File: config.mk
export PLATFORM = sky130hd
export DESIGN_NAME = fp16_div_vec_seq
export DESIGN_NICKNAME = d
export VERILOG_FILES = /design/src/rtl/fp16_div_vec_seq.sv
export SDC_FILE = /design/constraint.sdc
export NUM_CORES = 1
export LEC_CHECK = 0
export CAP_MARGIN = 20
export CORE_MARGIN = 4
export CORE_UTILIZATION = 48
export CTS_BUF_LIST = sky130_fd_sc_hd__clkbuf_8 sky130_fd_sc_hd__clkbuf_16
export DETAILED_ROUTE_END_ITERATION = 7
export PLACE_DENSITY = 0.88
export SLEW_MARGIN = 20
export SYNTH_ARGS = -nofsm -noshare
export SYNTH_HDL_FRONTEND = slang
export SYNTH_SLANG_ARGS = --single-unit
File: constraint.sdc
create_clock -name clk -period 16.69 [get_ports clk]
set_clock_uncertainty 0.1 [all_clocks]
set_input_delay 1.669 -clock clk [delete_from_list [all_inputs] [get_ports clk]]
set_output_delay 1.669 -clock clk [all_outputs]
set_load 0.05 [all_outputs]
File: src/rtl/fp16_div_vec_seq.sv
// fp16_div_vec_seq: feeds a vector of FP16 dividend/divisor pairs, one lane at a
// time, through the iterative FP16 divider and assembles the quotient vector.
// Optional feature macro: FP16_DIV_ZERO_BYPASS_EN. When defined, lanes whose
// divisor magnitude is zero skip the divider and get the saturation code
// directly, and the dz_flags port reports which lanes were bypassed.
module fp16_div_vec_seq #(
  parameter int LANES = 4,
  parameter int IDX_W = 2
) (
  input  logic                  clk,
  input  logic                  rst,
  input  logic                  start,
  input  logic [16*LANES-1:0]   vec_dividend,
  input  logic [16*LANES-1:0]   vec_divisor,
  output logic                  busy,
  output logic                  done,
  output logic [16*LANES-1:0]   result_vec,
  output logic                  div_input_valid,
  output logic [15:0]           div_dividend,
  output logic [15:0]           div_divisor,
  input  logic                  div_idle,
  input  logic                  div_output_update,
  input  logic [15:0]           div_q
`ifdef FP16_DIV_ZERO_BYPASS_EN
  ,
  output logic [LANES-1:0]      dz_flags
`endif
);

  typedef enum logic [1:0] {
    IDLE  = 2'd0,
    ISSUE = 2'd1,
    WAIT  = 2'd2,
    DONE  = 2'd3
  } state_t;

  localparam logic [IDX_W-1:0] LAST_LANE = IDX_W'(LANES - 1);

  state_t                state;
  logic [IDX_W-1:0]      idx;
  logic [16*LANES-1:0]   op_dividend;
  logic [16*LANES-1:0]   op_divisor;
  logic [IDX_W+3:0]      lane_off;
  logic [15:0]           cur_dvd;
  logic [15:0]           cur_dvs;
  logic                  last_lane;

`ifdef FP16_DIV_ZERO_BYPASS_EN
  // Divide-by-zero result: signed maximum, identical to the divider's own code.
  function automatic logic [15:0] sat_code(input logic sign);
    return {sign, 15'h7fff};
  endfunction
`endif

  assign lane_off  = {idx, 4'b0000};
  assign cur_dvd   = op_dividend[lane_off +: 16];
  assign cur_dvs   = op_divisor[lane_off +: 16];
  assign last_lane = (idx == LAST_LANE);

  // Operand capture: the vectors are latched only when a start is accepted.
  always_ff @(posedge clk) begin
    if (state == IDLE && start) begin
      op_dividend <= vec_dividend;
      op_divisor  <= vec_divisor;
    end
  end

  // Lane sequencer FSM with registered handshake and status outputs.
  always_ff @(posedge clk or posedge rst) begin
    if (rst) begin
      state           <= IDLE;
      idx             <= '0;
      busy            <= 1'b0;
      done            <= 1'b0;
      div_input_valid <= 1'b0;
      div_dividend    <= '0;
      div_divisor     <= '0;
      result_vec      <= '0;
`ifdef FP16_DIV_ZERO_BYPASS_EN
      dz_flags        <= '0;
`endif
    end else begin
      div_input_valid <= 1'b0;
      done            <= 1'b0;
      case (state)
        IDLE: begin
          if (start) begin
            idx   <= '0;
            busy  <= 1'b1;
            state <= ISSUE;
`ifdef FP16_DIV_ZERO_BYPASS_EN
            dz_flags <= '0;
`endif
          end
        end
        ISSUE: begin
`ifdef FP16_DIV_ZERO_BYPASS_EN
          if (cur_dvs[14:0] == 15'd0) begin
            result_vec[lane_off +: 16] <= sat_code(cur_dvd[15] ^ cur_dvs[15]);
            dz_flags[idx]              <= 1'b1;
            if (last_lane) begin
              state <= DONE;
              done  <= 1'b1;
              busy  <= 1'b0;
            end else begin
              idx   <= idx + 1'b1;
              state <= ISSUE;
            end
          end else
`endif
          if (div_idle) begin
            div_dividend    <= cur_dvd;
            div_divisor     <= cur_dvs;
            div_input_valid <= 1'b1;
            state           <= WAIT;
          end
        end
        WAIT: begin
          if (div_output_update) begin
            result_vec[lane_off +: 16] <= div_q;
            if (last_lane) begin
              state <= DONE;
              done  <= 1'b1;
              busy  <= 1'b0;
            end else begin
              idx   <= idx + 1'b1;
              state <= ISSUE;
            end
          end
        end
        DONE: begin
          state <= IDLE;
        end
        default: begin
          state <= IDLE;
        end
      endcase
    end
  end

endmodule

==> results of run 1 <==
-- synthesized netlist by cell type --
| library cell | n |
|---|---|
| nand4bb_1 | 2 |
| nand2_1 | 35 |
| nor2_1 | 2 |
| nor2b_1 | 2 |
| a22o_1 | 66 |
| nor3b_1 | 1 |
| nand4b_4 | 3 |
| o21ai_0 | 4 |
| mux2i_1 | 65 |
| inv_1 | 6 |
| nor2_4 | 1 |
| buf_6 | 3 |
| dfrtp_1 | 103 |
| nand3b_1 | 2 |
| mux2_2 | 1 |
| clkbuf_1 | 11 |
| buf_4 | 4 |
| buf_2 | 11 |
| ha_1 | 5 |
| a21oi_1 | 2 |
| nor4_4 | 2 |
| or3_1 | 1 |
| nand2b_1 | 1 |
| o221ai_1 | 32 |
| nor4b_4 | 1 |
| edfxtp_1 | 128 |
| nand3_1 | 2 |
| nand4b_2 | 1 |
-- sequential cells by signal, summed over array words and instances (netlist names), 2 cells and up --
register	flops
div_divisor	16
op_dividend	64
op_divisor	64
result_vec	64
state	2
div_dividend	16
idx	2
-- through the flow --
step | instance area (sq um) | cells | hold WS (ns)
2_1_floorplan | 8600 | 497 | 0.418
3_3_place_gp | 11300 | 947 | 0.371
3_5_place_dp | 11300 | 947 | 0.382
4_1_cts | 12000 | 988 | 0.396
5_1_grt | 12000 | 988 | 0.411
6_report | 12000 | 988 | 0.389
-- cells in the final DEF, fill, tap and decap left out, types with 3 or more instances in the layout --
cell type and count:
edfxtp_1 128, clkdlybuf4s50_1 247, clkinv_2 4, o221ai_1 32, nand4b_4 3, inv_1 7, bufinv_16 3, clkinv_1 5
a22o_1 66, mux2i_1 65, dfrtp_1 102, nand2_1 35, o21ai_0 4, clkbuf_16 23, ha_1 5, buf_4 6
-- worst min-delay path, cell delays in order (launching register included) --
cell	delay (ns)
dfrtp_1	0.34
nand2_1	0.05
o221ai_1	0.06
-- layer usage --
| layer | track usage | part of all wire | vias to the layer above |
|---|---|---|---|
| met2 | 0.354 | 0.49 | 331 |
| met1 | 0.277 | 0.39 | 2773 |
| met5 | 0 | 0 | - |
| met3 | 0.0529 | 0.093 | 48 |
| li1 | - | - | 2444 |
| met4 | 0.0667 | 0.026 | 0 |
-- power breakdown --
group          internal, mW  total [mW]  switching [mW]
Sequential            0.754       0.833          0.0789
Clock                 0.306       0.514           0.208
Combinational         0.225       0.624           0.399
Total                  1.28        1.97           0.686
-- worst paths after layout --
| check | startpoint | to | slack (ns) | cells past startpoint |
|---|---|---|---|---|
| hold reg to reg | div_divisor[0]$_DFFE_PP0P_ | div_divisor[0]$_DFFE_PP0P_ | 0.39 | 2 |
| hold / removal | div_divisor[0]$_DFFE_PP0P_ | div_divisor[0]$_DFFE_PP0P_ | 0.39 | 2 |
| setup / recovery | div_output_update | result_vec[55]$_DFFE_PP0P_ | 13.11 | 4 |
| min in group asynchronous | rst | div_dividend[10]$_DFFE_PP0P_ | 1.43 | 2 |
| setup reg to reg | idx[0]$_DFFE_PP0P_ | result_vec[5]$_DFFE_PP0P_ | 13.99 | 5 |
| max in group asynchronous | rst | idx[0]$_DFFE_PP0P_ | 13.73 | 3 |
-- cell families (layout without fill, tap and decap cells) --
logic type | after synthesis | in the layout
AO/OA/AOI/OAI | 104 | 104
adder cells (fa/ha/maj) | 5 | 5
multiplexers | 66 | 66
flip-flops | 231 | 231
AND/OR/NAND/NOR | 56 | 56
buffers and inverters | 35 | 301
-- layout make-up --
type,count,share of cell area
Tap cell,225,0.0234
Inverter,6,0.00208
Clock inverter,16,0.0125
Multi-Input combinational cell,231,0.167
Clock buffer,25,0.0502
Sequential cell,231,0.535
Timing Repair Buffer,254,0.210
==> results_dict.tcl, run 1 <==
set metrics [dict create \
    synth_compound_area_frac 0.103 \
    yosys_warnings 0 \
    cts_hold_buf 0 \
    num_rows 48 \
    status "finished, final reports clean" \
    grt_use_total 0.213 \
    die_h_um 142 \
    gp_congestion 0.838 \
    cp_top_family "simple AND/OR/NAND/NOR gates" \
    syn_avg_cell_area_sq_um 17.3 \
    antenna_found_initial 0 \
    power_mw 1.97 \
    critPathMaxStageDelay_ns 0.85 \
    leakage_nw 4.69 \
    synth_nets 651 \
    clockRootBuffer "clkbuf_16" \
    finalNetCount 901 \
    ctsHtreeMaxLevel 1 \
    min_path_type "flip-flop to flip-flop" \
    regArea_sq_um 6420 \
    drc_errors 0 \
    max_slew_margin 0.386 \
    slowest_stage "nor4b_4" \
    synth.area.top_cells "edfxtp_1 (45%), dfrtp_1 (30%), mux2i_1 (7.6%), a22o_1 (6.7%), o221ai_1 (3.3%)" \
    drt-pass1-iter-count 4 \
    muxShareOfSynthArea 0.0770 \
    worst_pin_slew_ns 0.921 \
    synth_area_sq_um 8600 \
    vias 5596 \
    crit_buf_inv 1 \
    fillerInstances 1089 \
    antenna_cells 0 \
    clock_path_buffers 3 \
    synth_cell_types 28 \
    netlist.area_leader.share 0.447 \
    post_cts.repair.setup_buffers 0 \
    start_kind "input port" \
    drive_gt1_frac 0.0695 \
    insertion_delay_ns 0.50 \
    ys_seq_area_frac 0.747 \
    path_class "input port to flip-flop" \
    grt_start_max_net_pins 97 \
    ys_ff_latch 231 \
    slew_viol_final 0 \
    wirelength_mm 21.9 \
    tritoncts "built" \
    ir_worst_vdd_mv 0.139 \
    crit_arrival_ns 3.90 \
    die_w_um 142 \
    post_cts_resized 0 \
    avgRoutedWirePerCell_um 22.2 \
    drt_iter0_drc 316 \
    fmax_mhz 279 \
    period_needed_ns 3.58 \
    synth-adder-area-share 0.00727 \
    dp_slack_ns 12.40 \
    pwr_density_cell_nw_per_um2 164 \
    die_area_sq_um 20100 \
    yosys.area_share.simple 0.0445 \
    final_util 0.690 \
    rsz0062_at_grt "false" \
    finalCritPeriodShare 0.214 \
    required_ns 17.01 \
    clk_pin_slew_ns 0.06 \
    cp_max_fo 18 \
    ant_nets 0 \
    hpwl_mm 15.3 \
    synthToLayoutAreaGrowth_pct 39.7 \
    endpoint_kind "flip-flop" \
    cp_cell_sequence "clkdlybuf4s50_1 -> nand4b_4 -> nor4b_4 -> a22o_1" \
    synth_top_family_by_area "compound AO/OA/AOI/OAI gates" \
    clock-sinks 231 \
    grt_pass1_vias 5983 \
    syn_inst 497 \
    cts_made_buffers 23 \
    synth_xor_area_frac 0 \
    multi_input_comb_area_sq_um 2000 \
    maxCapViolCount 0 \
    overflow 0 \
    routed_via_density 5.66 \
    io_pins 248 \
    setup_viol 0 \
    io_buffers 247 \
    setup_ws_ns 13.11 \
    synth_top_cell_by_area "edfxtp_1" \
    finalHoldViolations 0 \
    setup_tns_ns 0 \
    start_util 0.494 \
    coreArea_sq_um 17400 \
    grt_first_pass_wirelength_mm 33.3 \
]
No activity file was read; power rests on OpenSTA's default activity.
==> inputs of run 2 (changes only) <==
- CORE_UTILIZATION: 48 -> 43
- PLACE_DENSITY: 0.88 -> 0.83
- clock period: 16.69 -> 3.1 ns (I/O delays scaled with it)
==> results_dict.tcl, run 2 (synthesis gave the netlist of run 1 again) <==
set metrics [dict create \
    start_kind "flip-flop" \
    num_rows 51 \
    io_pins 248 \
    clock-sinks 231 \
    finalHoldViolations 0 \
    most-common-layout-cells "clkdlybuf4s50_1 (247), edfxtp_1 (128), dfrtp_1 (102)" \
    avgRoutedWirePerCell_um 20.9 \
    antenna_cells 0 \
    die_area_sq_um 22300 \
    critPathLaunch "idx[0]$_DFFE_PP0P_" \
    fmax_mhz 393 \
    start_util 0.439 \
    status "finished, final reports clean" \
    synthToLayoutAreaGrowth_pct 43.4 \
    grt_pass1_vias 5792 \
    cts_made_buffers 25 \
    r2r_start "idx[0]$_DFFE_PP0P_" \
    finalNetCount 909 \
    ant_nets 0 \
    coreArea_sq_um 19600 \
    period_needed_ns 2.55 \
    path_class "flip-flop to flip-flop" \
    setup_viol 0 \
    final_cell_area_sq_um 12300 \
    placed_area_sq_um 11400 \
    stdcell_count 1039 \
    grt_start_max_net_pins 104 \
    antenna_found_initial 1 \
    tritoncts "built" \
    grt_use_total 0.190 \
    die_w_um 149 \
    maxCapViolCount 0 \
    clk_pin_slew_ns 0.06 \
    cp_top_family "simple AND/OR/NAND/NOR gates" \
    drt-pass1-iter-count 4 \
    cts_hold_buf 0 \
    layout_commonest_cell "clkdlybuf4s50_1" \
    gp_congestion 0.783 \
    slew_viol_final 0 \
    cp_cell_sequence "ha_1 -> nand4b_4 -> nor4b_4 -> a22o_1" \
    drc_errors 0 \
    required_ns 3.44 \
    clockRootBuffer "clkbuf_16" \
    max_slew_margin 0.372 \
    crit_arrival_ns 2.89 \
    leakage_nw 4.81 \
    slowest_stage "nor4b_4" \
    endpoint_kind "flip-flop" \
    rsz0062_at_grt "false" \
    ir_worst_vdd_mv 0.589 \
    hold_ws_ns 0.215 \
    drt_iter0_drc 262 \
    vias 5454 \
    drive_gt1_frac 0.0891 \
    wirelength_mm 21.7 \
    post_cts_resized 0 \
    overflow 0 \
    routed_via_density 5.25 \
    die_h_um 149 \
    dp_cells 993 \
    critPathMaxStageDelay_ns 0.84 \
    worst_pin_slew_ns 0.942 \
    insertion_delay_ns 0.51 \
    io_buffers 247 \
    post_cts.repair.setup_buffers 0 \
    clock_path_buffers 3 \
    fillerInstances 1436 \
    min_path_type "input port to async pin" \
    cp_max_fo 20 \
    finalCritPeriodShare 0.821 \
    grt_first_pass_wirelength_mm 33.0 \
    hpwl_mm 14.8 \
    top_regs "op_dividend x64, op_divisor x64, result_vec x64" \
    ctsHtreeMaxLevel 1 \
    crit_buf_inv 0 \
    pwr_density_cell_nw_per_um2 898 \
]
==> run 2: changes by cell type in the layout (fill, tap and decap cells not counted), moves of 2 or more <==
| cell | delta |
|---|---|
| buf_12 | +3 |
| buf_4 | +4 |
| clkbuf_16 | +4 |
| clkbuf_8 | +4 |
| clkinv_1 | -4 |
| clkinv_4 | +2 |
| inv_4 | -2 |
==> run 2: cell type report <==
type                            instances  area, sq um  share of cell area
Multi-Input combinational cell        231         2010               0.163
Inverter                                6         26.3             0.00213
Sequential cell                       231         6420               0.521
Tap cell                              265          332              0.0269
Timing Repair Buffer                  260         2610               0.211
Clock buffer                           33          758              0.0615
Clock inverter                         13          176              0.0143
==> run 2: path summary, 6_finish.rpt <==
path,to,slack [ns],cells past startpoint
setup / recovery,result_vec[51]$_DFFE_PP0P_,0.55,4
hold / removal,result_vec[47]$_DFFE_PP0P_,0.21,3
setup reg to reg,result_vec[51]$_DFFE_PP0P_,0.55,4
hold reg to reg,div_divisor[4]$_DFFE_PP0P_,0.39,2
max in group asynchronous,idx[0]$_DFFE_PP0P_,2.23,3
min in group clk,op_dividend[47]$_DFFE_PP_,0.25,1
==> run 2: power breakdown <==
part | total (mW) | switching (mW) | internal (mW) | leakage, nW
clock | 3.24 | 1.19 | 2.05 | 0.464
sequential | 4.41 | 0.358 | 4.05 | 2.57
combinational | 3.42 | 2.17 | 1.25 | 1.78
==> run 2: tightest hold or removal path: stages <==
cell and delay, ns:
clkdlybuf4s50_1 0.44, clkinvlp_4 0.10, buf_12 0.43
==> run 2: per-layer routing <==
layer,global-route usage,vias to the layer above,wire length (um)
li1,-,2472,-
met1,0.221,2661,8050
met2,0.336,289,10900
met3,0.0672,30,2380
met4,0.0453,2,340
met5,0,-,7
==> run 2: per-stage QoR <==
stage	worst slack [ns]	setup TNS, ns	utilization	power [mW]
after floorplan	-1.33	-170.13	-	6.68
after global placement	0.694	0	0.582	7.80
after detailed placement	0.567	0	0.582	7.92
after CTS	0.537	0	0.629	11.2
after global routing	0.436	0	0.629	11.6
final	0.554	0	0.629	11.1
==> inputs of run 3 (changes only) <==
- clock period: 3.1 -> 2.17 ns (I/O delays scaled with it)
==> results_dict.tcl, run 3 (synthesis gave the netlist of run 1 again) <==
set metrics [dict create \
    status "finished, final reports clean" \
    ctsHtreeMaxLevel 1 \
    die_w_um 149 \
    drive_gt1_frac 0.0955 \
    start_kind "flip-flop" \
    clk_pin_slew_ns 0.07 \
    p_sw_frac 0.339 \
    post_cts_resized 0 \
    start_util 0.439 \
    grt_start_max_net_pins 50 \
    hold_ws_ns 0.162 \
    ir_worst_vdd_mv 0.856 \
    maxCapViolCount 0 \
    crit_arrival_ns 1.72 \
    finalHoldViolations 0 \
    setup_tns_ns 0 \
    required_ns 1.85 \
    rsz0062_at_grt "false" \
    antenna_cells 0 \
    tritoncts "built" \
    antenna_found_initial 0 \
    gp_congestion 0.835 \
    drt-pass1-iter-count 4 \
    layout_commonest_cell "clkdlybuf4s50_1" \
    worst_pin_slew_ns 0.598 \
    die_area_sq_um 22300 \
    final_util 0.634 \
    avgRoutedWirePerCell_um 21.0 \
    cp_cell_sequence "clkdlybuf4s50_1" \
    overflow 0 \
    routed_via_density 5.38 \
    finalNetCount 923 \
    path_class "flip-flop to primary output" \
    netSwitchingPower_mw 5.31 \
    clockRootBuffer "clkbuf_16" \
    cp_top_family "buffers and inverters" \
    setup_viol 0 \
    hpwl_mm 15.4 \
    ant_nets 0 \
    leakage_nw 4.86 \
    grt_pass1_vias 5933 \
    busiest_layer "met2" \
    finalCritPeriodShare 0.939 \
    p_clk_frac 0.271 \
    combPwrFrac 0.327 \
    fillerInstances 1398 \
    grt_use_total 0.194 \
    grt_use_met2 0.336 \
    clock_path_buffers 3 \
    power.internal_mw 10.3 \
    clock-sinks 231 \
    dp_cells 1007 \
    cp_max_fo 2 \
    crit_buf_inv 1 \
    period_needed_ns 2.04 \
    seqPwrFrac 0.402 \
    fmax_mhz 491 \
    num_rows 51 \
    die_h_um 149 \
    insertion_delay_ns 0.51 \
    min_path_type "input port to flip-flop" \
    top_regs "op_dividend x64, op_divisor x64, result_vec x64" \
    vias 5647 \
    most-common-layout-cells "clkdlybuf4s50_1 (247), edfxtp_1 (128), dfrtp_1 (102)" \
    max_slew_margin 0.600 \
    regArea_sq_um 6420 \
    io_buffers 247 \
    grt_first_pass_wirelength_mm 33.6 \
    wirelength_mm 22.1 \
    pwr_density_cell_nw_per_um2 1260 \
    endpoint_kind "primary output" \
    multi_input_comb_area_sq_um 2010 \
    cts_made_buffers 23 \
    io_pins 248 \
    drt_iter0_drc 322 \
    critPathMaxStageDelay_ns 0.83 \
    stdcell_count 1050 \
    slew_viol_final 0 \
    grtUsageMet3 0.0460 \
    synthToLayoutAreaGrowth_pct 44.4 \
    drc_errors 0 \
    coreArea_sq_um 19600 \
    slowest_stage "clkdlybuf4s50_1" \
    grtUsageMet1 0.243 \
]
run 3: changes by cell type in the layout (fill, tap and decap cells not counted), moves of 2 or more:
| cell | before | now |
|---|---|---|
| inv_1 | 6 | 8 |
| clkinv_1 | 1 | 3 |
| clkbuf_8 | 6 | 3 |
| buf_12 | 3 | 10 |
| clkbuf_16 | 27 | 23 |
| buf_4 | 10 | 18 |
run 3: path summary, 6_finish.rpt:
path | end | slack, ns | depth (start not counted) | startpoint
setup / recovery | result_vec[6] | 0.13 | 1 | result_vec[6]$_DFFE_PP0P_
hold / removal | op_dividend[7]$_DFFE_PP_ | 0.16 | 1 | vec_dividend[7]
setup reg to reg | result_vec[9]$_DFFE_PP0P_ | 0.17 | 5 | idx[0]$_DFFE_PP0P_
hold reg to reg | div_dividend[14]$_DFFE_PP0P_ | 0.39 | 2 | div_dividend[14]$_DFFE_PP0P_
max in group asynchronous | result_vec[36]$_DFFE_PP0P_ | 0.83 | 4 | rst
min in group asynchronous | result_vec[7]$_DFFE_PP0P_ | 0.54 | 3 | rst
run 3: power by group through the flow:
| stage | Clock (mW) | Combinational [mW] | Sequential (mW) |
|---|---|---|---|
| after CTS | 4.33 | 5.17 | 6.30 |
| final | 4.24 | 5.12 | 6.30 |
| after global routing | 4.51 | 5.43 | 6.40 |
| after floorplan | 0 | 1.80 | 7.74 |
| after global placement | 0 | 5.00 | 6.33 |
| after detailed placement | 0 | 5.14 | 6.36 |
run 3: per-layer routing:
metal  vias to the layer above  wire, um
met3                        44      2130
li1                       2505         -
met4                         0       554
met2                       301     11000
met5                         -         0
met1                      2797      8360
run 3: repair_timing:
item,4_1_cts,5_1_grt
hold endpoints to repair,14,0
hold buffers,1,0
setup endpoints to repair,0,1
buffers inserted,0,1
run 3: worst reg2reg max path: stages (launching register included):
cell and delay (ns):
dfrtp_4 0.53, inv_1 0.19, ha_1 0.37, nand4b_2 0.19, buf_4 0.24, a22o_1 0.26
run 3: area by class of cell:
type                    count  share of cell area
clock buffers              26              0.0497
clock inverters            15              0.0158
inverters                   6             0.00212
multi-input cells         231               0.162
flip-flops and latches    231               0.517
well taps                 265              0.0267
repair buffers            276               0.227
run 3: stage by stage:
stage,instance area (sq um),worst slack (ns),power [mW]
floorplan,8620,-2.26,9.55
global placement,11600,0.225,11.3
detailed placement,11600,0.157,11.5
CTS,12400,0.0922,15.8
global route,12400,0.0450,16.3
finish,12400,0.132,15.7
